$ cat src/rtl/apb_master_nslv.sv
// APB4 requester bridging a simple transfer/ready request port onto NUM_SLV slaves,
// with address-map checking, PSLVERR propagation, byte strobes and a wait-state timeout.
module apb_master_nslv #(
  parameter int                ADDR_W      = 32,
  parameter int                DATA_W      = 32,
  parameter int                NUM_SLV     = 4,
  parameter logic [ADDR_W-1:0] BASE_ADDR   = 32'h1000_0000,
  parameter int                SPAN_LOG2   = 12,
  parameter int                TIMEOUT_CYC = 256
) (
  input  logic                      PCLK,
  input  logic                      PRESETn,
  output logic [ADDR_W-1:0]         PADDR,
  output logic                      PWRITE,
  output logic                      PENABLE,
  output logic [DATA_W-1:0]         PWDATA,
  output logic [DATA_W/8-1:0]       PSTRB,
  output logic [NUM_SLV-1:0]        PSEL,
  input  logic [NUM_SLV*DATA_W-1:0] PRDATA,
  input  logic [NUM_SLV-1:0]        PREADY,
  input  logic [NUM_SLV-1:0]        PSLVERR,
  input  logic                      transfer,
  input  logic                      write,
  input  logic [ADDR_W-1:0]         addr,
  input  logic [DATA_W-1:0]         wdata,
  input  logic [DATA_W/8-1:0]       wstrb,
  output logic                      busy,
  output logic                      ready,
  output logic [DATA_W-1:0]         rdata,
  output logic                      slverr
);

  // state  | meaning
  // IDLE   | waiting for a request
  // SETUP  | PSEL asserted, PENABLE low, one cycle
  // ACCESS | PSEL and PENABLE asserted, waiting for PREADY or timeout
  // ERR    | unmapped address, no bus activity, one cycle

  localparam int IDX_W = (NUM_SLV > 1) ? $clog2(NUM_SLV) : 1;
  localparam int CNT_W = (TIMEOUT_CYC > 0) ? $clog2(TIMEOUT_CYC + 1) : 1;
  localparam logic [CNT_W-1:0]  CNT_LIMIT = CNT_W'(TIMEOUT_CYC);
  localparam logic [ADDR_W:0]   WIN_LO    = {1'b0, BASE_ADDR};
  localparam logic [ADDR_W:0]   WIN_HI    = WIN_LO + ((ADDR_W+1)'(NUM_SLV) << SPAN_LOG2);

  typedef enum logic [1:0] {S_IDLE, S_SETUP, S_ACCESS, S_ERR} state_t;

  state_t            state;
  logic [CNT_W-1:0]  wait_cnt;
  logic [CNT_W-1:0]  cnt_inc;
  logic [IDX_W-1:0]  sel_idx;
  logic              addr_mapped;
  logic              sel_ready;
  logic              sel_err;
  logic [DATA_W-1:0] sel_rdata;

  // Window math is one bit wider so a window ending at the top of memory cannot wrap.
  assign addr_mapped = ({1'b0, addr} >= WIN_LO) && ({1'b0, addr} < WIN_HI);
  assign sel_idx     = (NUM_SLV > 1) ? PADDR[SPAN_LOG2 +: IDX_W] : '0;
  assign sel_ready   = PREADY[sel_idx];
  assign sel_err     = PSLVERR[sel_idx];
  assign sel_rdata   = PRDATA[sel_idx*DATA_W +: DATA_W];
  assign cnt_inc     = wait_cnt + 1'b1;

  always_comb begin
    PSEL = '0;
    if (state == S_SETUP || state == S_ACCESS) PSEL[sel_idx] = 1'b1;
  end

  always_ff @(posedge PCLK or negedge PRESETn) begin
    if (!PRESETn) begin
      state    <= S_IDLE;
      wait_cnt <= '0;
      PADDR    <= '0;
      PWRITE   <= 1'b0;
      PENABLE  <= 1'b0;
      PWDATA   <= '0;
      PSTRB    <= '0;
      busy     <= 1'b0;
      ready    <= 1'b0;
      rdata    <= '0;
      slverr   <= 1'b0;
    end else begin
      ready <= 1'b0;
      case (state)
        S_IDLE: begin
          if (transfer) begin
            PADDR    <= addr;
            PWRITE   <= write;
            PWDATA   <= wdata;
            PSTRB    <= write ? wstrb : '0;
            busy     <= 1'b1;
            wait_cnt <= '0;
            state    <= addr_mapped ? S_SETUP : S_ERR;
          end
        end
        S_SETUP: begin
          PENABLE <= 1'b1;
          state   <= S_ACCESS;
        end
        S_ACCESS: begin
          if (sel_ready) begin
            if (!PWRITE) rdata <= sel_rdata;
            slverr  <= sel_err;
            PENABLE <= 1'b0;
            ready   <= 1'b1;
            busy    <= 1'b0;
            state   <= S_IDLE;
          end else if (TIMEOUT_CYC != 0 && cnt_inc == CNT_LIMIT) begin
            slverr  <= 1'b1;
            PENABLE <= 1'b0;
            ready   <= 1'b1;
            busy    <= 1'b0;
            state   <= S_IDLE;
          end else begin
            wait_cnt <= cnt_inc;
          end
        end
        S_ERR: begin
          slverr <= 1'b1;
          ready  <= 1'b1;
          busy   <= 1'b0;
          state  <= S_IDLE;
        end
        default: state <= S_IDLE;
      endcase
    end
  end

endmodule
$ cat config.mk
export PLATFORM = sky130hd
export DESIGN_NAME = apb_master_nslv
export DESIGN_NICKNAME = d
export VERILOG_FILES = /design/src/rtl/apb_master_nslv.sv
export SDC_FILE = /design/constraint.sdc
export NUM_CORES = 1
export LEC_CHECK = 0
export CORE_AREA = 2 2 122 124
export CTS_BUF_LIST = sky130_fd_sc_hd__clkbuf_8
export DETAILED_ROUTE_END_ITERATION = 10
export DIE_AREA = 0 0 124 126
export PLACE_DENSITY = 0.87
export SLEW_MARGIN = 30
export SYNTH_ARGS = -nofsm -noshare
export SYNTH_HDL_FRONTEND = slang
export SYNTH_SLANG_ARGS = --single-unit
export TNS_END_PERCENT = 50
$ cat constraint.sdc
create_clock -name PCLK -period 4.4 [get_ports PCLK]
set_clock_uncertainty 0.1 [all_clocks]
set_input_delay 0.88 -clock PCLK [delete_from_list [all_inputs] [get_ports PCLK]]
set_output_delay 0.88 -clock PCLK [all_outputs]
set_load 0.005 [all_outputs]
==> flow_summary.ini <==
[cts]
insertion_delay_ns = 0.43
clk_pin_slew_ns = 0.07
post-cts-setup-buffer-count = 0
cts-resized-gates = 0
cts_tree = done
clock-sinks = 116
cts_max_level = 4
ctsLongestPathBuffers = 2
holdBufCountCts = 0
clockRootBuffer = clkbuf_8
numCtsBuffers = 17

[placed_design]
io_buffers = 316
placed_cell_area_um2 = 8970
place_congestion = 0.882
dp.cells = 871
dp_slack_ns = 1.11
dpl.hpwl_um = 13600

[grt]
grt_first_pass_wirelength_um = 26300
grt_overflow = 0
grt_antenna_before_repair = 0
grt_start_max_net_pins = 78
grt_pass1_vias = 4958
track_usage_pct = 22.4

[sta]
worst_slew_pin_slew_ns = 0.943
rsz0062_at_grt = false
final.setup.worst_slack_ns = 1.26
setup_viol_count_final = 0
min_period_ns = 3.14
whs_ns = 0.348
finalCritPeriodShare_pct = 71.4
slew_violations = 0
hold_viol = 0
clock.fmax_ghz = 0.318
relSlewSlack_pct = 37.2
tns_ns = 0

[cells_and_area]
fin_nets = 920
diodes = 0
stdcell_area_um2 = 9480
drive_gt1_share_pct = 24.8
fin_util_pct = 66.2
syn_to_final_growth_pct = 67.8
final_cells = 903

[die]
io_pins = 317
dieArea_um2 = 15600
core_area_um2 = 14300
die_w_um = 124
num_rows = 44
fp.dieH_um = 126
initial_core_util_pct = 39.5

[flow_run]
drv_cap = 0

[detailed_routing]
drtIter0Drc = 211
drc = 0
vias = 4613
wl_per_cell_um = 19.0
ant_nets = 0
firstDrtPassIters = 4
vias_per_cell = 5.11
routed_wl_um = 17200

[worst_setup_path]
end_kind = output port
cp-start-kind = flop
critical_path.max_stage_delay_ns = 0.51
crit_required_ns = 3.42
critPathArrivalTime_ns = 2.16
crit_type = flop to output port
crit_chain = buf_4, and3_1, clkdlybuf4s50_1
cp_max_fo = 32
cp_slowest_cell = buf_4

[logic_synthesis]
synth.avg_cell_area_um2 = 14.5
syn_area_um2 = 5650
ys_seq_area_share_pct = 51.4
synth.ff_latch_count = 116
async_flop_share_pct = 100
synth_edf_count = 0
ys_warn_count = 0
synth_flop_cell = dfrtp_1
synth_cells = 391
synth_nets = 605
synth.distinct_cells = 49

[pwr]
seqPwrFrac_pct = 31.3
p_total_mw = 6.02
p_leak_nw = 3.79
internal-power_mw = 4.24
switchingPower_mw = 1.79
power.density_nw_per_um2 = 635
pwr-share-clk_pct = 20.5
p_comb_share_pct = 48.3
vdd_drop_max_mv = 0.397
switching_share_pct = 29.7

[status]
status = finished, final reports clean

[worst_hold_path]
hold_path_class = primary input to asynchronous set/reset pin
==> Yosys cell counts (4+ instances only) <==
master	number	area [um2]
o21ai_0	7	35.0
o211ai_1	4	30.0
clkbuf_1	12	45.0
a21oi_1	5	25.0
nor3_1	6	30.0
dfrtp_1	116	2900
ha_1	6	75.1
nand3_1	6	30.0
nand2_1	18	67.6
mux2_2	94	1060
buf_1	6	22.5
mux4_2	34	766
inv_1	11	41.3
buf_2	7	35.0
nor4_1	5	31.3
==> layout by cell type, fill, tap and decap left out, types with 4 or more instances in the layout <==
cell type,n
nor3_1,6
nand2_1,17
bufinv_16,6
buf_4,7
a21oi_1,5
o21ai_0,7
dfrtp_1,115
clkdlybuf4s50_1,315
nor4_1,5
ha_1,6
clkbuf_8,21
nand3_1,6
mux2_2,94
inv_1,11
o211ai_1,4
mux4_2,34
==> worst paths after layout <==
| check | start | endpoint | slack (ns) | cells past startpoint |
|---|---|---|---|---|
| worst min-delay path | PRESETn | PWDATA[20] | 0.35 | 1 |
| worst max register to register | PADDR[12] | wait_cnt[4] | 1.52 | 7 |
| max in group asynchronous | PRESETn | PWDATA[1] | 3.06 | 2 |
| worst min register to register | PSTRB[1] | PSTRB[1] | 0.39 | 2 |
| min in group PCLK | PSTRB[1] | PSTRB[1] | 0.39 | 2 |
| worst max-delay path | PADDR[12] | PSEL[3] | 1.26 | 3 |
==> power by group through the flow <==
| stage | clock network (mW) | logic, mW | registers, mW |
|---|---|---|---|
| final | 1.23 | 2.91 | 1.88 |
| after global routing | 1.31 | 3.11 | 1.95 |
| after CTS | 1.26 | 2.95 | 1.89 |
| after detailed placement | 0 | 2.93 | 1.90 |
| after global placement | 0 | 2.86 | 1.87 |
| after floorplan | 0 | 1.36 | 1.89 |
==> per-layer routing <==
layer  global-route usage [%]  vias up  share of wire, %
met3                     6.39       37               5.8
met4                     9.98        0               3.2
li1                         -     2110                 -
met2                     39.2      197                54
met5                        0        -                 0
met1                     25.2     2269                37
==> kinds of logic (layout without fill, tap and decap cells) <==
kind of cell | count (synthesis) | after routing | synth area share [%]
flops | 116 | 116 | 51.4
xor+xnor | 2 | 2 | 0.310
simple gates | 57 | 57 | 5.51
fa+ha+maj | 6 | 6 | 1.33
compound gates | 40 | 40 | 5.43
mux | 131 | 131 | 32.9
buf+inv | 39 | 367 | 3.17
==> cell type report <==
class	instances	area (um2)
Inverter	12	45.0
Fill cell	1067	4830
Multi-Input combinational cell	236	2580
Clock inverter	11	220
Tap cell	184	230
Clock buffer	21	289
Timing Repair Buffer	323	3220
Sequential cell	116	2900
==> worst max-delay path: cells and delay by family, from the launching register on <==
family        cells  cell delay, ns
flops             1            0.48
simple gates      1            0.24
buf+inv           2            1.02
==> flip-flops by register name (all words and copies together), names as in the netlist <==
| signal | flops |
|---|---|
| ready | 1 |
| slverr | 1 |
| rdata | 32 |
| PWDATA | 32 |
| wait_cnt | 9 |
| PADDR | 32 |
| state | 2 |
| PENABLE | 1 |
| PSTRB | 4 |
| busy | 1 |
| PWRITE | 1 |
(Power assumes the default switching activity.)
